`config.mk`:
```
export PLATFORM = sky130hd
export DESIGN_NAME = fproc_responder
export DESIGN_NICKNAME = d
export VERILOG_FILES = /design/src/rtl/fproc_responder.sv
export SDC_FILE = /design/constraint.sdc
export NUM_CORES = 1
export LEC_CHECK = 0
export CAP_MARGIN = 5
export CORE_ASPECT_RATIO = 1.2
export CORE_UTILIZATION = 48
export CTS_CLUSTER_SIZE = 24
export DETAILED_ROUTE_END_ITERATION = 12
export PLACE_DENSITY = 0.77
export SLEW_MARGIN = 40
export SYNTH_ARGS = -nofsm -noshare
export SYNTH_HDL_FRONTEND = slang
export SYNTH_SLANG_ARGS = --single-unit
export TNS_END_PERCENT = 100
```
`constraint.sdc`:
```
create_clock -name clk -period 2.9 [get_ports clk]
set_input_delay 0.58 -clock clk [delete_from_list [all_inputs] [get_ports clk]]
set_output_delay 0.58 -clock clk [all_outputs]
set_load 0.005 [all_outputs]
```
`src/rtl/fproc_responder.sv`:
```
//------------------------------------------------------------------------------
// fproc_responder: per-core measurement-lookup responder; each core holds one
// outstanding request and gets a one-cycle ready pulse with held result data.
// Optional macro FPROC_TIMEOUT_EN adds a per-core wait watchdog.
// Revision: 1.0
//------------------------------------------------------------------------------
`default_nettype none

module fproc_responder #(
   parameter int N_CORES        = 4,
   parameter int N_MEAS         = 8,
   parameter int DATA_WIDTH     = 32,
   parameter int FPROC_ID_WIDTH = 8,
   parameter int TIMEOUT_CYCLES = 4096
) (
   input  logic                               clk,
   input  logic                               reset,
   input  logic [N_CORES-1:0]                 fproc_en,
   input  logic [N_CORES*FPROC_ID_WIDTH-1:0]  fproc_id,
   input  logic [N_MEAS-1:0]                  meas,
   input  logic [N_MEAS-1:0]                  meas_valid,
   output logic [N_CORES-1:0]                 fproc_ready,
   output logic [N_CORES*DATA_WIDTH-1:0]      fproc_data,
   output logic [N_CORES-1:0]                 fproc_err
);

   typedef enum logic [1:0] {
      ST_IDLE = 2'd0,
      ST_WAIT = 2'd1,
      ST_RESP = 2'd2
   } state_t;

   localparam int IDX_W = (N_MEAS > 1) ? $clog2(N_MEAS) : 1;
   // One extra bit so N_MEAS itself is representable in the range check.
   localparam logic [FPROC_ID_WIDTH:0] N_MEAS_EXT = (FPROC_ID_WIDTH+1)'(N_MEAS);

`ifdef FPROC_TIMEOUT_EN
   localparam int CNT_W = $clog2(TIMEOUT_CYCLES + 1);
`else
   localparam int timeout_unused = TIMEOUT_CYCLES;
`endif

   for (genvar c = 0; c < N_CORES; c++) begin : g_core
      state_t                    state_q, state_d;
      logic [IDX_W-1:0]          idx_q, idx_d;
      logic                      ready_q, ready_d;
      logic                      err_q, err_d;
      logic [DATA_WIDTH-1:0]     data_q, data_d;
      logic [FPROC_ID_WIDTH-1:0] req_id;
      logic                      req_oob;
      logic [IDX_W-1:0]          sel_idx;
      logic                      sel_meas;
      logic                      sel_valid;
`ifdef FPROC_TIMEOUT_EN
      logic [CNT_W-1:0]          cnt_q, cnt_d;
      logic [CNT_W-1:0]          cnt_inc;
      assign cnt_inc = cnt_q + 1'b1;
`endif

      assign req_id  = fproc_id[c*FPROC_ID_WIDTH +: FPROC_ID_WIDTH];
      assign req_oob = {1'b0, req_id} >= N_MEAS_EXT;
      assign sel_idx = (state_q == ST_IDLE) ? req_id[IDX_W-1:0] : idx_q;

      // Compare-based select so no index beyond N_MEAS-1 is ever read.
      always_comb begin
         sel_meas  = 1'b0;
         sel_valid = 1'b0;
         for (int m = 0; m < N_MEAS; m++) begin
            if (sel_idx == IDX_W'(m)) begin
               sel_meas  = meas[m];
               sel_valid = meas_valid[m];
            end
         end
      end

      always_comb begin
         state_d = state_q;
         idx_d   = idx_q;
         ready_d = 1'b0;
         err_d   = 1'b0;
         data_d  = data_q;
`ifdef FPROC_TIMEOUT_EN
         cnt_d   = cnt_q;
`endif
         case (state_q)
            ST_IDLE: begin
               if (fproc_en[c]) begin
                  if (req_oob) begin
                     state_d = ST_RESP;
                     ready_d = 1'b1;
                     err_d   = 1'b1;
                     data_d  = '0;
                  end else if (sel_valid) begin
                     state_d = ST_RESP;
                     ready_d = 1'b1;
                     data_d  = {{(DATA_WIDTH-1){1'b0}}, sel_meas};
                  end else begin
                     state_d = ST_WAIT;
                     idx_d   = req_id[IDX_W-1:0];
`ifdef FPROC_TIMEOUT_EN
                     cnt_d   = '0;
`endif
                  end
               end
            end
            ST_WAIT: begin
               if (sel_valid) begin
                  state_d = ST_RESP;
                  ready_d = 1'b1;
                  data_d  = {{(DATA_WIDTH-1){1'b0}}, sel_meas};
`ifdef FPROC_TIMEOUT_EN
               end else if (cnt_inc == CNT_W'(TIMEOUT_CYCLES)) begin
                  state_d = ST_RESP;
                  ready_d = 1'b1;
                  err_d   = 1'b1;
                  data_d  = '1;
               end else begin
                  cnt_d   = cnt_inc;
`endif
               end
            end
            ST_RESP: state_d = ST_IDLE;
            default: state_d = ST_IDLE;
         endcase
      end

      always_ff @(posedge clk or negedge reset) begin
         if (!reset) begin
            state_q <= ST_IDLE;
            idx_q   <= '0;
            ready_q <= 1'b0;
            err_q   <= 1'b0;
            data_q  <= '0;
`ifdef FPROC_TIMEOUT_EN
            cnt_q   <= '0;
`endif
         end else begin
            state_q <= state_d;
            idx_q   <= idx_d;
            ready_q <= ready_d;
            err_q   <= err_d;
            data_q  <= data_d;
`ifdef FPROC_TIMEOUT_EN
            cnt_q   <= cnt_d;
`endif
         end
      end

      assign fproc_ready[c]                       = ready_q;
      assign fproc_err[c]                         = err_q;
      assign fproc_data[c*DATA_WIDTH +: DATA_WIDTH] = data_q;
   end

endmodule

`default_nettype wire

```
==> reports/qor.txt <==
status = finished, final reports clean
Synth cell types = 76
Synth Cell Area = 6771 um2
Hold WC Path Type = input port to asynchronous set/reset pin
initial antenna violation count = 0
Worst-Margin Slew = 661.8 ps
Post-synth top flop = dfrtp_1
max cap viols = 0
Diodes inserted = 0
vias in the first global route = 5249
register bit total from synthesis = 156
Post-Route WL = 16770 um
Util after Layout = 69.08%
Fmax = 400.0 MHz
worst setup margin = 400.1 ps
CTS Sinks = 156
first-pass GRT wire length = 27540 um
CP arrival = 2810 ps
htree depth = 4
Met1 Routed Length = 6861 um
clock-pin slew on the worst setup and hold paths = 70 ps
Post-Synthesis Mean Instance Area = 12.05 um2
TritonCTS clock tree = yes
routed len/inst = 17.71 um
post-DR vias/cell = 5.513
pwr dens = 571.4 nW/um2
starting density of the core = 49.21%
dpl hpwl = 12090 um
leakage = 4.325 nW
CTS hold repair buffers = 0
min cycle time layout = 2500 ps
period utilisation layout = 86.20%
Data required, critical path = 3210 ps
ANT nets after route = 0
fin nets = 817
Hold Violations, Final = 0
I/O Buffers = 189
peak supply drop = 0.0006603 V
routed wl met2 = 8521 um
DR iter-0 viols = 377
Setup TNS = 0 ps
Die X = 110.4 um
CP Launch Type = flip-flop
fraction of registers with async set/reset = 100.0%
Fillers = 1009
CTS max path bufs = 2
critical path class = flip-flop to flip-flop
RSZ-0062 raised after global routing = no
largest net degree at the start of global routing = 74
Remaining DRCs = 0
Cells after Synth = 562
Clock Root Buffer = clkbuf_16
Skew-Pair Late Insertion Delay = 430 ps
FP Rows = 47
Slew headroom = 55.88%
CP max FO = 16
Slew Limit Fails = 0
via count = 5221
R2R setup slack = 400 ps
CTS Buf Count = 17
CTS-repair resized insts = 0
Ys Warns = 0
Post-CTS Setup Inserts = 0
# setup viols final = 0
core box area = 13760 um2
share of cells above drive strength 1 = 13.66%
pre-CTS WS = -18.10 ps
syn_nets = 616
TritonRoute pass-1 iters = 5
GPL Wtd Cong = 0.9019
register area share after synthesis = 57.65%
# IOs = 190
met3 wire len = 915 um
total gr overflow = 0
top sig layer = met4
clk_skew = 12.10 ps
total track usage = 23.96%
die height = 132.1 um
P&R area growth vs syn = 40.37%
Die Area = 14590 um2
CP Capture Type = flip-flop
number of synthesized flops with an enable pin = 0
-- through the flow --
stage	cell area (um2)	hold slack (ps)	cells	total power [mW]
2_1_floorplan	6771	284.4	562	2.844
3_3_place_gp	8879	474.8	915	3.103
3_5_place_dp	8879	478.4	915	3.130
4_1_cts	9505	177.5	947	5.482
5_1_grt	9505	195.7	947	5.636
6_report	9505	139.4	947	5.432
-- kinds of logic after synthesis --
| family | synth area share, % |
|---|---|
| AO/OA/AOI/OAI | 11.90 |
| buffers and inverters | 3.954 |
| flip-flops | 57.65 |
| multiplexers | 4.601 |
| AND/OR/NAND/NOR | 21.90 |
-- per-layer routing --
| layer | up-vias | GRT usage, % |
|---|---|---|
| li1 | 2380 | - |
| met2 | 228 | 40.30 |
| met1 | 2567 | 29.36 |
| met5 | - | 0 |
| met4 | 0 | 11.11 |
| met3 | 46 | 5.425 |
-- report_power, final --
group / internal, mW / switching [mW]
registers: 2.23 / 0.0875
logic: 0.357 / 0.418
clock network: 1.44 / 0.895
-- state kept, by name, summed over array words and instances (netlist names) --
signal,flops
g_core.idx_q,12
g_core.ready_q,4
g_core.data_q,128
g_core.state_q,8
g_core.err_q,4
-- critical path, cell delays in order, from the launching register on --
cell and delay, ps:
dfrtp_1 510, nor2_4 360, mux2_2 430, a222oi_1 400, a2bb2oi_2 160, and3_1 250
mux2_2 280
-- cells in the final DEF, fill, tap and decap left out, drive strengths merged, types with 4 or more instances in the layout --
cell type	instances
a211oi	5
a21oi	14
a311oi	4
a31o	4
a31oi	6
and3	6
buf	23
clkbuf	22
clkdlybuf4s50	188
dfrtp	156
inv	17
mux2	19
mux2i	9
nand2	14
nand2b	6
nand3	5
nand3b	5
nor2	21
nor2b	123
nor3	10
nor3b	5
o211ai	6
o21a	5
o21ai	15
o22ai	4
or2	7
or4	5
or4b	5
-- cell type report --
| cell class | instances | area (um2) | area share, % |
|---|---|---|---|
| tap | 171 | 214.0 | 2.251 |
| clock inverter | 10 | 152.6 | 1.606 |
| sequential | 156 | 3904 | 41.07 |
| timing repair buffer | 211 | 2108 | 22.18 |
| clock buffer | 22 | 474.2 | 4.989 |
| multi-input combinational | 363 | 2600 | 27.35 |
| inverter | 14 | 52.55 | 0.5528 |
-- synth_stat cells (4+ instances only) --
cell type	instances	area, um2
buf_2	10	50.05
and3_1	6	37.54
a31o_2	4	35.03
nand2_1	14	52.55
o211ai_1	6	45.04
or2_2	4	25.02
o22ai_1	4	25.02
buf_4	13	97.59
nor3b_1	5	37.54
or4_1	5	37.54
nor2_1	18	67.56
o21ai_0	12	60.06
nand2b_1	6	37.54
dfrtp_1	156	3904
inv_1	14	52.55
nand3b_1	5	37.54
nand3_1	4	20.02
nor3_1	10	50.05
nor2b_2	8	70.07
a21oi_1	13	65.06
buf_6	6	67.56
mux2_2	18	202.7
a31oi_1	5	31.28
mux2i_1	8	80.08
nor2b_1	115	719.4
o21a_1	5	37.54
-- final timing paths --
| kind | startpoint | to | depth (start not counted) |
|---|---|---|---|
| min reg2reg | g_core[3].data_q[9] | g_core[3].data_q[9] | 1 |
| min in group clk | g_core[3].data_q[9] | g_core[3].data_q[9] | 1 |
| max reg2reg | g_core[2].state_q[1] | g_core[2].idx_q[1] | 6 |
| max in group asynchronous | reset | g_core[0].data_q[6] | 2 |
| max | g_core[2].state_q[1] | g_core[2].idx_q[1] | 6 |
| min | reset | g_core[3].data_q[19] | 1 |
No activity file was read; power rests on OpenSTA's default activity.
